===== src/rtl/debug_halt_sequencer.sv =====
// Per-hart debug entry/exit sequencer: arbitrates halt sources, waits out stalls,
// issues the halt request, latches dcsr.cause and runs the resume handshake.
module debug_halt_sequencer #(
  parameter int NUM_TRIG      = 4,
  parameter int STALL_TIMEOUT = 64,
  parameter int RESET_HALT_EN = 1
) (
  input  logic                clk_i,
  input  logic                rst_i,
  input  logic                stall_i,
  input  logic                haltreq_i,
  input  logic                resethaltreq_i,
  input  logic                resumereq_i,
  input  logic                step_i,
  input  logic                retire_i,
  input  logic [NUM_TRIG-1:0] trig_match_i,
  input  logic [NUM_TRIG-1:0] trig_en_i,
  input  logic                ebreak_i,
  input  logic                ebreakm_i,
  input  logic                halted_i,
  output logic                halt_req_o,
  output logic                save_dpc_o,
  output logic [2:0]          cause_o,
  output logic [NUM_TRIG-1:0] trig_hit_o,
  output logic                halted_o,
  output logic                resume_ack_o,
  output logic                stall_timeout_o
);

  localparam int             CW      = $clog2(STALL_TIMEOUT) + 1;
  localparam logic [CW-1:0]  CNT_MAX = CW'(STALL_TIMEOUT - 1);
  localparam logic           RH_EN   = (RESET_HALT_EN != 0);

  localparam logic [2:0] C_EBREAK = 3'd1;
  localparam logic [2:0] C_TRIG   = 3'd2;
  localparam logic [2:0] C_HALT   = 3'd3;
  localparam logic [2:0] C_STEP   = 3'd4;
  localparam logic [2:0] C_RHALT  = 3'd5;

  typedef enum logic [2:0] {
    S_RUNNING, S_STEPPING, S_WAIT_STALL, S_ENTERING, S_HALTED, S_RESUMING
  } state_e;

  state_e                state_q, state_d;
  logic [2:0]            cause_q, cause_d;
  logic [NUM_TRIG-1:0]   trig_hit_q, trig_hit_d;
  logic [CW-1:0]         cnt_q, cnt_d;
  logic                  rh_pending_q, rh_pending_d;
  logic                  debug_mode_q, debug_mode_d;
  logic                  timeout_q, timeout_d;
  logic                  init_q, init_d;

  logic [NUM_TRIG-1:0]   trig_vec, trig_first;
  logic                  evt;
  logic [2:0]            evt_cause;
  logic                  resume_fire;

  // Halt-source arbitration; trigger channel picked is the lowest enabled match.
  always_comb begin
    trig_vec   = trig_match_i & trig_en_i;
    trig_first = '0;
    for (int i = NUM_TRIG - 1; i >= 0; i--) begin
      if (trig_vec[i]) begin
        trig_first    = '0;
        trig_first[i] = 1'b1;
      end
    end
    evt       = 1'b1;
    evt_cause = 3'd0;
    if (|trig_vec)                              evt_cause = C_TRIG;
    else if (ebreak_i && ebreakm_i)             evt_cause = C_EBREAK;
    else if (rh_pending_q)                      evt_cause = C_RHALT;
    else if (haltreq_i)                         evt_cause = C_HALT;
    else if (state_q == S_STEPPING && retire_i) evt_cause = C_STEP;
    else                                        evt = 1'b0;
  end

  always_comb begin
    state_d      = state_q;
    cause_d      = cause_q;
    trig_hit_d   = trig_hit_q;
    rh_pending_d = rh_pending_q;
    debug_mode_d = debug_mode_q;
    timeout_d    = timeout_q;
    init_d       = 1'b1;
    resume_fire  = 1'b0;
    cnt_d        = '0;

    if (!init_q) rh_pending_d = resethaltreq_i & RH_EN;

    case (state_q)
      S_RUNNING, S_STEPPING: begin
        if (evt) begin
          cause_d    = evt_cause;
          trig_hit_d = trig_first;
          if (evt_cause == C_RHALT) rh_pending_d = 1'b0;
          state_d    = stall_i ? S_WAIT_STALL : S_ENTERING;
        end
      end
      S_WAIT_STALL: if (!stall_i) state_d = S_ENTERING;
      S_ENTERING:   if (halted_i) state_d = S_HALTED;
      S_HALTED: begin
        if (resumereq_i)   state_d = S_RESUMING;
        else if (ebreak_i) state_d = S_ENTERING;
        else if (!halted_i) begin
          // Pipeline left the debug loop on its own: no handshake to run.
          state_d      = S_RUNNING;
          debug_mode_d = 1'b0;
        end
      end
      S_RESUMING: begin
        if (!halted_i) begin
          resume_fire  = 1'b1;
          debug_mode_d = 1'b0;
          trig_hit_d   = '0;
          timeout_d    = 1'b0;
          state_d      = step_i ? S_STEPPING : S_RUNNING;
        end
      end
      default: state_d = S_RUNNING;
    endcase

    if (state_d == S_HALTED) debug_mode_d = 1'b1;

    // Flag rises together with the counter reaching its last value.
    if (state_q == S_WAIT_STALL && state_d == S_WAIT_STALL) begin
      cnt_d = (cnt_q == CNT_MAX) ? cnt_q : cnt_q + 1'b1;
      if (cnt_d == CNT_MAX) timeout_d = 1'b1;
    end
  end

  always_ff @(posedge clk_i or posedge rst_i) begin
    if (rst_i) begin
      state_q      <= S_RUNNING;
      cause_q      <= '0;
      trig_hit_q   <= '0;
      cnt_q        <= '0;
      rh_pending_q <= 1'b0;
      debug_mode_q <= 1'b0;
      timeout_q    <= 1'b0;
      init_q       <= 1'b0;
    end else begin
      state_q      <= state_d;
      cause_q      <= cause_d;
      trig_hit_q   <= trig_hit_d;
      cnt_q        <= cnt_d;
      rh_pending_q <= rh_pending_d;
      debug_mode_q <= debug_mode_d;
      timeout_q    <= timeout_d;
      init_q       <= init_d;
    end
  end

  // Combinational pulses are gated by reset so they drop as soon as rst_i rises.
  assign halt_req_o      = ~rst_i & (state_d == S_ENTERING) & (state_q != S_ENTERING);
  assign save_dpc_o      = halt_req_o & ~debug_mode_q;
  assign resume_ack_o    = ~rst_i & resume_fire;
  assign cause_o         = cause_q;
  assign trig_hit_o      = trig_hit_q;
  assign halted_o        = (state_q == S_HALTED);
  assign stall_timeout_o = timeout_q;

endmodule

===== config.mk =====
export PLATFORM = sky130hd
export DESIGN_NAME = debug_halt_sequencer
export DESIGN_NICKNAME = d
export VERILOG_FILES = /design/src/rtl/debug_halt_sequencer.sv
export SDC_FILE = /design/constraint.sdc
export NUM_CORES = 1
export LEC_CHECK = 0
export CORE_MARGIN = 8
export CORE_UTILIZATION = 48
export DETAILED_ROUTE_END_ITERATION = 12
export PLACE_DENSITY = 0.78
export SLEW_MARGIN = 20
export SYNTH_ARGS = -nofsm -noshare
export SYNTH_HDL_FRONTEND = slang
export SYNTH_SLANG_ARGS = --single-unit

===== constraint.sdc =====
create_clock -name clk_i -period 3.3 [get_ports clk_i]
set_clock_uncertainty 0.1 [all_clocks]
set_input_delay 0.99 -clock clk_i [delete_from_list [all_inputs] [get_ports clk_i]]
set_output_delay 0.99 -clock clk_i [all_outputs]
set_load 0.1 [all_outputs]

==> out/results.ini <==
[outcome]
outcome = finished, violations left
violations = negative setup slack

[layout]
drive_gt1_frac = 0.347
stdcell_count = 220
fin_nets = 211
stdcell_area_mm2 = 0.00184
n_antenna_cell = 0
area_growth_pct = 46.9

[synth]
syn_inst = 136
synth-simple-area-share = 0.224
synth_warnings = 0
synth_seq_area_share = 0.420
synth_top_area_frac = 0.420
synth_compound_area_frac = 0.245
synth_fa_ha_area_frac = 0.0100
synth_area_mm2 = 0.00125
synth_top_cell_by_area = dfrtp_1
synth.distinct_cells = 51
ys_ff_latch = 21
synth_edf_count = 0
synthTopCellsByCount = dfrtp_1, nand2_1, nor2_1, inv_1, o21ai_0
async_reset_ff_frac = 1.00
synth_top_flop_cell = dfrtp_1
syn-num-nets = 156
synth_area_leaders = dfrtp_1, nand2_1, nor2_1
synth_top_family_by_area = compound AO/OA/AOI/OAI gates
synth.avg_cell_area_um2 = 9.20
synth.area.mux_share = 0.0260
yosys.area_share.xor_xnor = 0.0140
synthMostInstantiatedCell = dfrtp_1

[clock_tree]
root_buffer = clkbuf_4
cts_tree = built
ctsLongestPathBuffers = 2
clock_sinks = 21
cts_max_level = 1
cts_buffers = 3
insertion_delay_ps = 300
clkTransAtPathRegs_ps = 120

[setup_path]
crit_type = primary input to primary output
r2r_start = cnt_q[0]$_DFF_PP0_
crit_cells = 7
max_stage_delay_ps = 330
cp_top_family = buffers and inverters
slowest_stage = nor4_4
endpoint_kind = primary output
worstPathRequired_ps = 2210
crit_chain = clkbuf_4 > a211oi_2 > buf_4 > a41o_4 > o311a_4 > nor4_4 > buf_12
ff2ff_path_depth = 5
r2r-end = stall_timeout_o$_DFF_PP0_
crit_arrival_ps = 2350
critPathMaxFanout = 6
crit_buf_inv = 3
regToRegSetupSlack_ps = 1130
crit_start = ebreak_i
critPathCapture = save_dpc_o
crit_path_start_kind = primary input

[timing]
final-max-slew-violation-count = 0
whs_ps = 402
setup_ws_ps = -140
rsz0062_at_grt = true
period_minus_slack_ps = 3440
fmax_mhz = 291
hold_violations = 0
fin_crit_sh = 1.04
relSlewSlack = 0.473
setup_viol = 2
tightestPinTransition_ps = 790

[floorplanning]
initial_core_util = 0.505
fp-row-count = 18
ios = 31
die_h_um = 67.1
dieWidth_um = 67.1
core_area_mm2 = 0.00248
die_area_mm2 = 0.00450

[placement]
dp.cells = 209
post-dp-hpwl_mm = 2.80
place.gp.congestion = 0.815
pre_cts_ws_ps = -657
dpl-instance-area_mm2 = 0.00173
port_buffers = 30

[routing]
dr_total_vias = 1304
finalWirelength_mm = 3.67
wl_per_cell_um = 16.7
drc = 0
drt-initial-drc-count = 146
ant_nets = 0
dr.pass1.iters = 4
via_per_inst = 5.93

[run]
drv_cap = 0

[global_routing]
grt_overflow_total = 0
grt_pass1_wl_mm = 6.10
grt_pass1_vias = 1341
grt_max_degree = 22
antenna_found_initial = 0
grt_usage = 0.173

[pwr]
leakage_uw = 0.000825
finalPower_uw = 1480
clkPwrFrac = 0.083
vdd_drop_max_uv = 879
p_int_uw = 717
combPwrFrac = 0.646
netSwitchingFraction = 0.517
switchingPower_uw = 767
powerDensity_mw_per_mm2 = 807
power.share.sequential = 0.272

[min_path]
hp-class = register to register

## stage by stage
| stage | TNS (ps) | util |
|---|---|---|
| after global placement | -1240 | 0.699 |
| after global routing | -379 | 0.742 |
| final | -278 | 0.742 |
| after floorplan | -1350 | - |
| after detailed placement | -1380 | 0.699 |
| after CTS | -346 | 0.730 |
## cell usage in the layout (no fill, tap or decap), types with 3 or more instances in the layout
| master | netlist | layout |
|---|---|---|
| dfrtp_1 | 21 | 21 |
| clkdlybuf4s15_1 | 0 | 3 |
| a211oi_1 | 5 | 4 |
| a21oi_1 | 5 | 4 |
| dlygate4sd2_1 | 0 | 5 |
| inv_1 | 10 | 9 |
| buf_12 | 0 | 3 |
| buf_4 | 2 | 33 |
| a31oi_1 | 4 | 4 |
| nor2_1 | 11 | 10 |
| buf_6 | 1 | 3 |
| buf_2 | 1 | 4 |
| nand2_1 | 11 | 10 |
| o21ai_0 | 8 | 8 |
| clkbuf_4 | 0 | 4 |
| nand3_1 | 7 | 7 |
## state kept, by name, summed over array words and instances (netlist names)
register         cells
stall_timeout_o      1
rh_pending_q         1
debug_mode_q         1
cnt_q                7
state_q              3
cause_o              3
init_q               1
trig_hit_o           4
## layer usage
| metal | track usage | wire length, um | vias up |
|---|---|---|---|
| met5 | 0 | 0 | - |
| met4 | 0.0653 | 65 | 0 |
| met3 | 0.0285 | 162 | 10 |
| met2 | 0.296 | 1880 | 50 |
| met1 | 0.209 | 1560 | 627 |
| li1 | - | - | 617 |
## how the worst min path moves through the flow
stage	from	end	cells after the start	slack [ps]
2_1_floorplan	debug_mode_q$_DFFE_PP0P_	debug_mode_q$_DFFE_PP0P_	1	350
4_1_cts	debug_mode_q$_DFFE_PP0P_	debug_mode_q$_DFFE_PP0P_	1	400
3_3_place_gp	cause_o[2]$_DFFE_PP0P_	cause_o[2]$_DFFE_PP0P_	2	370
6_report	debug_mode_q$_DFFE_PP0P_	debug_mode_q$_DFFE_PP0P_	1	400
5_1_grt	stall_timeout_o$_DFF_PP0_	stall_timeout_o$_DFF_PP0_	1	420
3_5_place_dp	debug_mode_q$_DFFE_PP0P_	debug_mode_q$_DFFE_PP0P_	1	370
## what timing repair did
item / CTS / global route
pin swaps: 10 / 4
gates resized for setup: 53 / 5
endpoints found under the setup margin: 3 / 2
cloned: 0 / 0
hold buffers: 0 / 0
buffers inserted: 5 / 3
## final cells by class
cell class              instances  area [um^2]
multi-input cells             100          748
clock buffers                   4         26.3
inverters                      10         37.5
fillers                       183          639
flip-flops and latches         21          526
well taps                      30         37.5
repair buffers                 55          463
## power by group through the flow
| stage | sequential [uW] | combinational [uW] | clock [uW] |
|---|---|---|---|
| finish | 403 | 958 | 123 |
| global route | 414 | 1000 | 145 |
| CTS | 400 | 920 | 129 |
| detailed placement | 404 | 855 | 0 |
| global placement | 399 | 833 | 0 |
| floorplan | 618 | 399 | 0 |
## cells by family after synthesis
kind of cell,count (synthesis)
simple gates,52
buf+inv,15
fa+ha+maj,1
compound gates,42
mux,2
xor+xnor,2
other cells,1
flops,21
Power figures use the tool's default switching activity.
